<file path="src/rtl/hsv_core_flush_pkg.sv">
// Shared types and defaults for the core flush handshake controller.
package hsv_core_flush_pkg;

  typedef enum logic [1:0] {
    IDLE  = 2'd0,
    RAISE = 2'd1,
    HOLD  = 2'd2,
    FALL  = 2'd3
  } flush_state_e;

  localparam int DEF_TIMEOUT     = 1024;
  localparam int DEF_HOLD_CYCLES = 1;

endpackage

</file>
<file path="src/rtl/hsv_core_flush_timeout.sv">
// Saturating phase-wait counter; expired flags the last allowed waiting cycle.
module hsv_core_flush_timeout
  import hsv_core_flush_pkg::*;
#(
  parameter int TIMEOUT = DEF_TIMEOUT,
  parameter int TMR_W   = $clog2(TIMEOUT + 1)
) (
  input  logic clk_core,
  input  logic rst_core,
  input  logic clr,
  input  logic en,
  output logic expired
);

  generate
    if (TIMEOUT == 0) begin : g_off
      assign expired = 1'b0;
    end else begin : g_on
      localparam int CW = (TMR_W < 1) ? 1 : TMR_W;
      localparam logic [CW-1:0] LIMIT = CW'(TIMEOUT - 1);

      logic [CW-1:0] cnt;

      always_ff @(posedge clk_core) begin
        if (rst_core || clr) begin
          cnt <= '0;
        end else if (en && (cnt != LIMIT)) begin
          cnt <= cnt + CW'(1);
        end
      end

      assign expired = (cnt == LIMIT);
    end
  endgenerate

endmodule

</file>
<file path="src/rtl/hsv_core_flush_ctrl.sv">
// N-channel four-phase flush req/ack sequencer with minimum hold, timeout
// with forced progress, and stuck-channel reporting.
module hsv_core_flush_ctrl
  import hsv_core_flush_pkg::*;
#(
  parameter int NUM_ACKS    = 9,
  parameter int TARGET_W    = 32,
  parameter int HOLD_CYCLES = DEF_HOLD_CYCLES,
  parameter int TIMEOUT     = DEF_TIMEOUT,
  parameter int TMR_W       = $clog2(TIMEOUT + 1)
) (
  input  logic                clk_core,
  input  logic                rst_core,
  input  logic                start_valid,
  output logic                start_ready,
  input  logic [TARGET_W-1:0] start_target,
  input  logic [NUM_ACKS-1:0] ack_enable,
  input  logic [NUM_ACKS-1:0] flush_ack,
  output logic                flush_req,
  output logic [TARGET_W-1:0] flush_target,
  output logic                flush_busy,
  output logic                flush_done,
  output logic                timeout_o,
  output logic [NUM_ACKS-1:0] stuck_o,
  input  logic                clear_err
);

  localparam int HW = (HOLD_CYCLES > 1) ? $clog2(HOLD_CYCLES) : 1;
  localparam logic [HW-1:0] HOLD_LOAD = HW'(HOLD_CYCLES - 1);

  flush_state_e        state, state_nxt;
  logic [NUM_ACKS-1:0] mask;
  logic [HW-1:0]       hold_cnt;
  logic                raising, falling;
  logic                accept, phase_wait, expired, fire;

  // Disabled channels read as "high" for the rise check and "low" for the fall check.
  assign raising = &(flush_ack | ~mask);
  assign falling = |(flush_ack & mask);
  assign accept  = start_valid && start_ready;

  always_comb begin
    state_nxt  = state;
    phase_wait = 1'b0;
    case (state)
      IDLE:  if (accept) state_nxt = RAISE;
      RAISE: begin
        phase_wait = ~raising;
        if (raising || expired) state_nxt = HOLD;
      end
      HOLD:  if (hold_cnt == '0) state_nxt = FALL;
      FALL: begin
        phase_wait = falling;
        if (!falling || expired) state_nxt = IDLE;
      end
      default: state_nxt = IDLE;
    endcase
  end

  assign fire = phase_wait && expired;

  // Any state change restarts the wait count, so each phase starts from zero.
  hsv_core_flush_timeout #(
    .TIMEOUT(TIMEOUT),
    .TMR_W  (TMR_W)
  ) u_timeout (
    .clk_core(clk_core),
    .rst_core(rst_core),
    .clr     (state_nxt != state),
    .en      (phase_wait),
    .expired (expired)
  );

  always_ff @(posedge clk_core) begin
    if (rst_core) begin
      state        <= IDLE;
      mask         <= '0;
      hold_cnt     <= '0;
      flush_target <= '0;
      flush_done   <= 1'b0;
      timeout_o    <= 1'b0;
      stuck_o      <= '0;
    end else begin
      state      <= state_nxt;
      flush_done <= (state == FALL) && (state_nxt == IDLE);
      if (accept) begin
        flush_target <= start_target;
        mask         <= ack_enable;
      end
      if ((state == RAISE) && (state_nxt == HOLD)) begin
        hold_cnt <= HOLD_LOAD;
      end else if ((state == HOLD) && (hold_cnt != '0)) begin
        hold_cnt <= hold_cnt - HW'(1);
      end
      if (fire) begin
        timeout_o <= 1'b1;
        stuck_o   <= (state == RAISE) ? (mask & ~flush_ack) : (mask & flush_ack);
      end else if (clear_err) begin
        timeout_o <= 1'b0;
        stuck_o   <= '0;
      end
    end
  end

  assign start_ready = (state == IDLE);
  assign flush_busy  = (state != IDLE);
  assign flush_req   = (state == RAISE) || (state == HOLD);

endmodule

</file>
<file path="config.mk">
export PLATFORM = sky130hd
export DESIGN_NAME = hsv_core_flush_ctrl
export DESIGN_NICKNAME = d
export VERILOG_FILES = /design/src/rtl/hsv_core_flush_pkg.sv /design/src/rtl/hsv_core_flush_timeout.sv /design/src/rtl/hsv_core_flush_ctrl.sv
export SDC_FILE = /design/constraint.sdc
export NUM_CORES = 1
export LEC_CHECK = 0
export CAP_MARGIN = 20
export CORE_MARGIN = 2
export CORE_UTILIZATION = 40
export CTS_BUF_LIST = sky130_fd_sc_hd__clkbuf_4 sky130_fd_sc_hd__clkbuf_8
export DETAILED_ROUTE_END_ITERATION = 10
export PLACE_DENSITY = 0.74
export RECOVER_POWER = 25
export SLEW_MARGIN = 20
export SYNTH_ARGS = -nofsm -noshare
export SYNTH_HDL_FRONTEND = slang
export SYNTH_SLANG_ARGS = --single-unit
</file>
<file path="constraint.sdc">
create_clock -name clk_core -period 2.1 [get_ports clk_core]
set_input_delay 0.315 -clock clk_core [delete_from_list [all_inputs] [get_ports clk_core]]
set_output_delay 0.315 -clock clk_core [all_outputs]
set_load 0.02 [all_outputs]
</file>
After elaboration in Yosys (flattened, before gate mapping) --
Index checks and enable logic that the tools add are counted.
Cells by class: add/sub/neg operators 2, multiply operators 0, div/mod/pow operators 0, magnitude comparators 0, equal/unequal tests 7, shifts and indexed selects 0, muxes and demuxes 11, bitwise logic cells 6, reductions and logical operators 18
Operators with widths (number):
- two-way mux 9 bit | 3
- AND 9 bit | 2
- inverter 9 bit | 2
- adder 11 x 1 -> 11 bit (second input constant) | 1
- equality test 11 x 10 -> 1 bit (second input constant) | 1
- != test 11 x 10 -> 1 bit (second input constant) | 1
- bitwise OR 9 bit | 1
- AND reduction 9 bit | 1
- OR reduction 9 bit | 1
- two-way mux 2 bit | 4
- case mux 2 bit (4 select lines) | 1
- equality test 2 bit (second input constant) | 3
- logical AND 1 bit | 6
- logical NOT 2 bit | 2
- logical OR 1 bit | 4
- nonzero test 2 bit | 2
- equality test 2 x 1 -> 1 bit (second input constant) | 1
- two-way mux 1 bit | 2
- != test 2 bit | 1
- case mux 1 bit (2 select lines) | 1
- OR reduction 2 bit | 1
- logical NOT 1 bit | 1
- inverter 1 bit | 1
- subtractor 1 bit (second input constant) | 1
Storage, ports and cells: register bits after elaboration 66, bits in latches 0, RAM bits 0, ROM bits 0, bits of input ports 54, output and inout port bits 46, memories 0

Longest topological paths before layout --
Gate-level depths: netlist of run 1.
depth in word-level cells 9, mapped depth 8, mapped depth without buffers 7

Cells and area by module --
Synthesis of run 1 repeated with hierarchy kept, for this count alone.
Unflattened totals: cells, all modules 357, area, all modules 2901.5 µm²
By module, submodules not included:
- hsv_core_flush_ctrl | times used 1, cells each 295, area an instance 2362.3 µm², sequential area each 1101.1 µm²
- hsv_core_flush_timeout | times used 1, cells each 62, area an instance 539.3 µm², sequential area each 220.2 µm²

Worst setup path before layout of run 1 --
Ideal clock, no wire load.
path type flip-flop to flip-flop, start point register state[1], end point register u_timeout.g_on.cnt[6], data arrival time 1.896 ns, required time 2.030 ns, path slack 0.135 ns, stages on the path, launching flop included 9, buffers on the path 2, period minus slack after synthesis 1.965 ns, cells stage by stage dfxtp_1 -> inv_1 -> ha_1 -> clkbuf_1 -> a211oi_1 -> a311oi_1 -> o2111ai_2 -> buf_4 -> a21oi_1
Between the ends: word-level cells in the longest chain between the ends 6
RTL lines:
- start: declaration | line hsv_core_flush_ctrl.sv:31 | flush_state_e state, state_nxt;
- start signal: assignment | line hsv_core_flush_ctrl.sv:84 | state <= state_nxt;
- logical NOT 2 bit * | line hsv_core_flush_ctrl.sv:105 | assign start_ready = (state == IDLE);
- net start_ready | line hsv_core_flush_ctrl.sv:15 | output logic start_ready,
- logical AND 1 bit | line hsv_core_flush_ctrl.sv:40 | assign accept = start_valid && start_ready;
- two-way mux 2 bit | line hsv_core_flush_ctrl.sv:46 | IDLE: if (accept) state_nxt = RAISE;
- case mux 2 bit (4 select lines) * | line hsv_core_flush_ctrl.sv:45 | case (state)
- != test 2 bit * | line hsv_core_flush_ctrl.sv:69 | .clr (state_nxt != state),
- logical OR 1 bit * | line hsv_core_flush_timeout.sv:25 | if (rst_core || clr) begin
- end signal: assignment | line hsv_core_flush_timeout.sv:28 | cnt <= cnt + CW'(1);
- end: declaration | line hsv_core_flush_timeout.sv:22 | logic [CW-1:0] cnt;
Mark *: on every way through the listed nets, which the timed path passes. The rest lies on a longest branch. A chain may end at the register's enable or synchronous reset.

Final worst setup path of run 1 --
start point register state[1], end point register u_timeout.g_on.cnt[5]
Between the ends: word-level cells in the longest chain between the ends 6
RTL lines (line):
- logical NOT 2 bit | hsv_core_flush_ctrl.sv:45, hsv_core_flush_ctrl.sv:105
- logical AND 1 bit | hsv_core_flush_ctrl.sv:40
- two-way mux 2 bit | hsv_core_flush_ctrl.sv:46
- case mux 2 bit (4 select lines) | hsv_core_flush_ctrl.sv:45
- != test 2 bit | hsv_core_flush_ctrl.sv:69
- logical OR 1 bit | hsv_core_flush_timeout.sv:25
Several ways; a longest one is shown, not always the timed one.

==> impl_metrics.ini, run 1 <==
[routing]
via_per_inst = 4.95
wl_met1_mm = 3.16
routedWlPerCell_um = 12.8
drtIter0Drc = 56
route.met2.wl_mm = 3.54
totalWireLength_mm = 7.24
postRouteAntennaNets = 0
drc = 0
top_layer = met4
firstDrtPassIters = 4
num_vias = 2809
met3_length_um = 428

[timing]
relSlewSlack_pct = 56.0
fmax_mhz = 499
worstMarginPinSlew_ps = 660
timing.final.ws_setup_ps = 97.7
finalHoldViolations = 0
finalCritPeriodShare_pct = 95.3
fin_skew_ps = 6.76
hold_slack_ps = 394
report.final.slew_viol_count = 0
rsz0062_at_grt = false
setup_violations = 0
period_minus_slack_ps = 2000

[power]
switchingPower_mw = 1.60
switching_share_pct = 36.6
p_clk_share_pct = 24.4
power_leakage_nw = 1.63
p_seq_share_pct = 34.8
p_int_mw = 2.78
power_frac_comb_pct = 40.8
worst_ir_drop_vdd_v = 0.000536
p_per_area_nw_per_um2 = 1010
finalPower_mw = 4.38

[placement]
gp_congestion = 0.859
port_buffers = 99
pre_cts_ws_ps = -190
dpl.hpwl_mm = 5.12

[floorplanning]
dieHeight_um = 89.7
initial_utilization_pct = 41.0
io_pins = 100
die_w_um = 89.7
rows = 31
dieArea_um2 = 8050
coreArea_um2 = 7180

[synthesis]
ys_ff_latch = 66
yosysMostFrequentCell = nand2_1
synth_nets = 415
synth_edf_count = 0
syn_inst = 356
synth_top_cell_by_area = dfxtp_1
synth_top_area_share_pct = 45.0
synthArstFlopShare_pct = 0
syn_area_um2 = 2940
yosysUniqueCellTypes = 50
synth_flop_cell = dfxtp_1
avgSynthCellArea_um2 = 8.26
yosys-top-cells-area = dfxtp_1, nand2_1, a21oi_1
ys_warn_count = 0
synthTopCellsByCount = nand2_1, dfxtp_1, a21oi_1, clkbuf_1, nand3_1
yosysSeqAreaShare_pct = 45.0

[worst_setup_path]
worstSetupEndpointType = flip-flop
criticalPathCategory = flip-flop to flip-flop
crit_buf_inv = 2
crit_path_top_delay_cell = or4_4
crit_path_max_incr_delay_ps = 480
path_cells = inv_1, ha_1, o31ai_4, buf_4, a21o_4, or4_4, a21oi_2
crit_path_start_kind = flip-flop
crit_family = compound AO/OA/AOI/OAI gates
crit_fanout = 10
crit_arrival_ps = 2270
required_ps = 2370

[global_routing]
antenna_found_initial = 0
grt_pass1_wl_mm = 12.3
first_global_vias = 2804
overflow = 0
track_usage_pct = 18.5
grt_max_degree = 42

[cells_and_area]
postLayoutCoreUtil_pct = 60.2
syn_to_final_growth_pct = 47.0
nets = 522
antenna_cells = 0
drive_above_1_share_pct = 10.5

[hold_path]
min_path_type = input port to flip-flop

[cts]
root_buffer = clkbuf_8
cts_sinks = 66
cts_max_level = 3
clkLatencyLatePin_ps = 330
cts_buffers = 9
cts.path.max_buffers = 2
cts_tree = done
clk_pin_slew_ps = 70

[run_status]
status = complete, no violations

[flow_run]
maxCapViolCount = 0
[power groups by stage]
stage	registers, mW	logic (mW)	clock network, mW
floorplan	1.66	0.982	0
global placement	1.54	1.82	0
detailed placement	1.55	1.85	0
CTS	1.52	1.82	1.10
global route	1.54	1.96	1.16
finish	1.52	1.79	1.07
[cells in the final DEF (no fill, tap or decap), types with 2 or more instances in the layout]
master / n
inv_1: 11
a21oi_2: 3
buf_12: 2
nor3_1: 2
ha_1: 4
o211ai_1: 3
nand2_1: 91
o2111ai_2: 2
nand3_1: 13
xnor2_1: 3
dlygate4sd2_1: 3
and3_1: 2
nand4_1: 4
clkinv_2: 3
clkdlybuf4s50_1: 68
dfxtp_1: 65
o21ai_0: 4
a211oi_1: 3
or3_1: 2
buf_4: 15
a21oi_1: 57
dlygate4sd3_1: 27
xor2_1: 9
nand3b_1: 9
a22oi_1: 2
o31ai_1: 3
nand2b_1: 5
o31ai_4: 2
nor2_1: 10
clkbuf_8: 10
and2_1: 2
[metrics by stage]
step	setup TNS (ps)	instances	instance area [um^2]
2_1_floorplan	0	356	2940
3_3_place_gp	-3110	550	4110
3_5_place_dp	-3500	550	4110
4_1_cts	0	566	4310
5_1_grt	0	567	4320
6_report	0	567	4320
[logic make-up after synthesis]
group	count (synthesis)	synth area share, %
AOI/OAI and AO/OA	93	21.8
muxes	1	0.341
buffers and inverters	32	4.26
adders and majority gates	5	2.13
and+or+nand+nor	147	23.0
xor gates and xnor gates	12	3.58
DFF	66	45.0
[registers in the layout (all words and copies together) (netlist names)]
name                flops
stuck_o                 9
flush_done              1
hold_cnt                1
mask                    9
state                   2
flush_target           32
timeout_o               1
u_timeout.g_on.cnt     11
[layout make-up]
cell class / instances / area (um^2)
well taps: 99 / 124
inverters: 12 / 45.0
repair buffers: 116 / 1130
fillers: 637 / 2860
clock buffers: 11 / 145
clock inverters: 5 / 53.8
flip-flops and latches: 66 / 1320
multi-input cells: 258 / 1500
[path summary, 6_finish.rpt]
kind                            startpoint               endpoint  slack (ps)  cells past startpoint
worst max-delay path              state[1]  u_timeout.g_on.cnt[5]         100                      7
worst min-delay path              rst_core               state[0]         390                      2
worst max register to register    state[1]  u_timeout.g_on.cnt[5]         100                      7
worst min register to register    hold_cnt               hold_cnt         450                      2
[timing repair]
action                                 4_1_cts  5_1_grt
pin swaps                                    0        1
gates resized for setup                      3        2
setup buffers                                0        1
setup endpoints to repair                    3        5
hold buffers                                 0        0
endpoints found under the hold margin        0        0
[per-layer routing]
| metal | vias to the layer above | track usage, % |
|---|---|---|
| met5 | - | 0 |
| met4 | 0 | 9.49 |
| met3 | 12 | 5.78 |
| met2 | 71 | 31.5 |
| met1 | 1275 | 20.9 |
| li1 | 1451 | - |
Note: power is estimated with default switching activity, not from simulation.
==> inputs of run 2 (changes only) <==
Settings changed: CELL_PAD_IN_SITES_DETAIL_PLACEMENT from default to 1, CELL_PAD_IN_SITES_GLOBAL_PLACEMENT from default to 1, CORE_UTILIZATION 40 to 34, PLACE_DENSITY 0.74 to 0.85.
==> run 2 against run 1 <==
Effect of this change:
- highest routed layer unchanged
- final cell count grew 1.9%
- setup slack lost 43 ps
- global-route usage grew 1.1 points
- first-iteration DRC count grew 96%
- sequential cell count is the same
- combinational power grew 7%
- clock power grew 24%
==> impl_metrics.ini, run 2 (same netlist as run 1, synthesis figures left out) <==
[worst_setup_path]
regToRegEndpoint = flush_done
crit_path_top_delay_cell = a222oi_1
worstSetupEndpointType = flip-flop
criticalPathCategory = input port to flip-flop
crit_arrival_ps = 2320
worst_r2r_path_depth = 8
crit_path_max_incr_delay_ps = 440
crit_path_start_kind = input port
rrSetupSlack_ps = 80
reg2reg_from = state[1]
crit_fanout = 4
path_cells = clkdlybuf4s50_1, a222oi_1, nand3_1, o21ai_4, o21ai_1, buf_4, o211ai_1, and4b_1
required_ps = 2380

[cts]
cts_tree = done
cts_hold_buf = 0
clk_pin_slew_ps = 80
cts_buffers = 9
root_buffer = clkbuf_8
cts_sinks = 66
cts.path.max_buffers = 2
cts_max_level = 3
clkLatencyLatePin_ps = 350

[flow_run]
maxCapViolCount = 0

[global_routing]
grt_pass1_wl_mm = 15.1
track_usage_pct = 19.6
antenna_found_initial = 0
grt_max_degree = 43
first_global_vias = 3155
overflow = 0

[cells_and_area]
mostFrequentLayoutCell = nand2_1
syn_to_final_growth_pct = 51.2
postLayoutCoreUtil_pct = 53.5
n_fill_cell = 998
regMostFlops = flush_target
drive_above_1_share_pct = 11.8
finalInstanceArea_um2 = 4440
fin_cells = 578
largest_reg_flops = 32
layout_common_cells = nand2_1, clkdlybuf4s50_1, dfxtp_1, a21oi_1, dlygate4sd3_1
reg_top3 = flush_target: 32 flops, u_timeout.g_on.cnt: 11 flops
antenna_cells = 0
nets = 527

[placement]
dp_cells = 560
pre_cts_ws_ps = -311
gp_congestion = 0.818
placed_area_um2 = 4150
port_buffers = 99
dpl.hpwl_mm = 6.22

[power]
power_leakage_nw = 1.68
worst_ir_drop_vdd_v = 0.000494
p_per_area_nw_per_um2 = 1080
finalPower_mw = 4.78

[floorplanning]
coreArea_um2 = 8300
initial_utilization_pct = 35.4
dieArea_um2 = 9400
rows = 33
io_pins = 100
die_w_um = 97.0
dieHeight_um = 97.0

[timing]
finalHoldViolations = 0
worstMarginPinSlew_ps = 444
period_minus_slack_ps = 2050
fin_skew_ps = 10.6
report.final.slew_viol_count = 0
fmax_mhz = 489
relSlewSlack_pct = 70.3
setup_violations = 0
timing.final.ws_setup_ps = 54.9
finalCritPeriodShare_pct = 97.4

[routing]
num_vias = 2936
routedWlPerCell_um = 15.7
postRouteAntennaNets = 0
via_per_inst = 5.08
drtIter0Drc = 110
totalWireLength_mm = 9.09
drc = 0
firstDrtPassIters = 4

[hold_path]
min_path_type = input port to flip-flop
min-delay-start = rst_core
holdPathStages = 2
hold_path_end = flush_target[17]

[run_status]
status = complete, no violations
## run 2: power breakdown
| group | internal [mW] | total, mW | switching (mW) |
|---|---|---|---|
| Sequential | 1.41 | 1.53 | 0.120 |
| Clock | 0.822 | 1.33 | 0.511 |
| Combinational | 0.809 | 1.92 | 1.11 |
| Total | 3.04 | 4.78 | 1.74 |
## run 2: stage by stage
step / TNS, ps / hold slack [ps]
3_5_place_dp: -5440 / 449
5_1_grt: -33.3 / 338
4_1_cts: 0 / 330
2_1_floorplan: 0 / 417
3_3_place_gp: -3070 / 441
6_report: 0 / 337
## run 2: final cells by class
cell class | count | area, um^2 | area share (%)
Clock inverter | 6 | 114 | 2.56
Inverter | 12 | 45.0 | 1.01
Tap cell | 105 | 131 | 2.96
Multi-Input combinational cell | 258 | 1510 | 34.1
Clock buffer | 10 | 138 | 3.10
Sequential cell | 66 | 1320 | 29.8
Timing Repair Buffer | 121 | 1180 | 26.5
## run 2: worst max-delay path: cells and delay by family
family                 cells  cell delay, ps
AO/OA/AOI/OAI              4             960
buffers and inverters      2             590
AND/OR/NAND/NOR            2             460
## run 2: how the worst max path moves through the flow
stage / startpoint / endpoint / slack, ps
floorplan: state[1] / u_timeout.g_on.cnt[6] / 130
detailed placement: flush_ack[5] / flush_done / -310
CTS: flush_ack[5] / flush_done / 10
global route: state[0] / u_timeout.g_on.cnt[10] / -30
finish: flush_ack[3] / flush_done / 50
global placement: flush_ack[5] / u_timeout.g_on.cnt[8] / -180
## run 2: per-layer routing
metal / part of all wire (%) / track usage [%] / wire [um]
met5: 0 / 0 / 0
met4: 1.3 / 5.20 / 120
met3: 7.8 / 8.31 / 707
met2: 50 / 34.4 / 4570
met1: 41 / 21.7 / 3700
## run 2: repair_timing
item,CTS,global route
setup buffers,0,2
resized for setup,5,6
pin swaps,0,4
endpoints found under the setup margin,4,17
==> inputs of run 3 (changes only) <==
Settings changed: CORE_UTILIZATION 34 to 36, PLACE_DENSITY 0.85 to 0.89.
Clock period 2.1 ns to 2.4 ns, I/O delays scaled along.
==> run 3 against run 2 <==
Effect of this change:
- non-clock buffer count down 15
- combinational power fell by 19%
- register-to-register slack improved by 200 ps
- count of clock-buffer cells in the layout increased by 2
- utilization grew 1.3 points
- highest routed layer unchanged
==> impl_metrics.ini, run 3 (same netlist as run 1, synthesis figures left out) <==
[cells_and_area]
mostFrequentLayoutCell = nand2_1
layout_common_cells = nand2_1, clkdlybuf4s50_1, dfxtp_1, a21oi_1, dlygate4sd3_1
fin_cells = 560
nets = 512
drive_above_1_share_pct = 8.30
antenna_cells = 0
syn_to_final_growth_pct = 45.6
reg_top3 = flush_target: 32 flops, u_timeout.g_on.cnt: 11 flops
regMostFlops = flush_target
finalInstanceArea_um2 = 4280
largest_reg_flops = 32

[power]
p_per_area_nw_per_um2 = 933
worst_ir_drop_vdd_v = 0.000422
power_leakage_nw = 1.59

[global_routing]
overflow = 0
first_global_vias = 3035
grt_max_degree = 56
grt_pass1_wl_mm = 14.4
track_usage_pct = 20.7
antenna_found_initial = 0

[worst_setup_path]
worstSetupEndpointType = flip-flop
required_ps = 2620
crit_fanout = 11
crit_arrival_ps = 2470
crit_path_start_kind = input port
criticalPathCategory = input port to flip-flop

[floorplanning]
dieArea_um2 = 8900
rows = 32
dieHeight_um = 94.4
initial_utilization_pct = 37.6
die_w_um = 94.4
coreArea_um2 = 7810
io_pins = 100

[cts]
post_cts_buffers = 0
cts_max_level = 3
cts_sinks = 66
cts.path.max_buffers = 2
cts_tree = done
cts-resized-gates = 1
clkLatencyLatePin_ps = 340
root_buffer = clkbuf_8
cts_hold_buf = 0
clk_pin_slew_ps = 70
cts_buffers = 9

[routing]
drtIter0Drc = 111
routedWlPerCell_um = 15.8
postRouteAntennaNets = 0
firstDrtPassIters = 4
via_per_inst = 5.16
totalWireLength_mm = 8.84
num_vias = 2888
drc = 0

[timing]
report.final.slew_viol_count = 0
relSlewSlack_pct = 55.7
finalCritPeriodShare_pct = 93.4
worstMarginPinSlew_ps = 664
fmax_mhz = 446
finalHoldViolations = 0
setup_violations = 0
rsz0062_at_grt = false
setup_tns_ps = 0
fin_skew_ps = 9.32
hold_slack_ps = 453
period_minus_slack_ps = 2240
timing.final.ws_setup_ps = 157

[placement]
gp_congestion = 0.864
dp_cells = 544
dpl.hpwl_mm = 6.23
port_buffers = 99
placed_area_um2 = 4040
pre_cts_ws_ps = -40.3

[hold_path]
min_path_type = flip-flop to flip-flop

[flow_run]
maxCapViolCount = 0

[run_status]
status = complete, no violations
==> run 3: changes by cell type in the layout (fill, tap and decap cells not counted), sizes merged <==
| cell | delta |
|---|---|
| buf | -15 |
| bufinv | -1 |
| clkbuf | +2 |
| clkdlybuf4s50 | +3 |
| clkinvlp | -1 |
| dlygate4sd2 | -3 |
==> run 3: final timing paths <==
path / cells past startpoint / start / slack, ps / end
setup / recovery: 8 / flush_ack[5] / 160 / u_timeout.g_on.cnt[7]
hold / removal: 2 / flush_target[14] / 450 / flush_target[14]
setup reg to reg: 7 / mask[3] / 280 / u_timeout.g_on.cnt[7]
hold reg to reg: 2 / flush_target[14] / 450 / flush_target[14]
==> run 3: final cells by class <==
| type | instances | area [um^2] |
|---|---|---|
| Fill cell | 922 | 3530 |
| Multi-Input combinational cell | 258 | 1500 |
| Sequential cell | 66 | 1320 |
| Timing Repair Buffer | 106 | 1050 |
| Clock buffer | 12 | 165 |
| Tap cell | 102 | 128 |
| Clock inverter | 4 | 72.6 |
| Inverter | 12 | 45.0 |
==> run 3: metrics by stage <==
step / power, mW / util, %
CTS: 4.06 / 54.8
finish: 3.99 / 54.8
global route: 4.23 / 54.8
floorplan: 2.31 / -
global placement: 2.87 / 51.7
detailed placement: 2.92 / 51.7
==> run 3: report_power, final <==
part / internal [mW] / switching, mW
sequential: 1.23 / 0.103
clock: 0.669 / 0.438
combinational: 0.636 / 0.913
total: 2.54 / 1.45
==> run 3: per-layer routing <==
layer  wire length (um)  up-vias  GRT usage [%]  part of all wire, %
met5                  0        -              0                    0
met4                187        0           8.21                  2.1
met3                683       15           7.82                  7.7
met2               4300       85           35.2                   49
met1               3670     1371           23.5                   41
li1                   -     1417              -                    -
==> run 3: critical path: stages <==
cell and delay, ps:
clkdlybuf4s50_1 470, a222oi_1 460, nand3_1 230, o21ai_4 320, o21ai_1 170, o2111ai_2 240
buf_12 170, a21oi_1 50
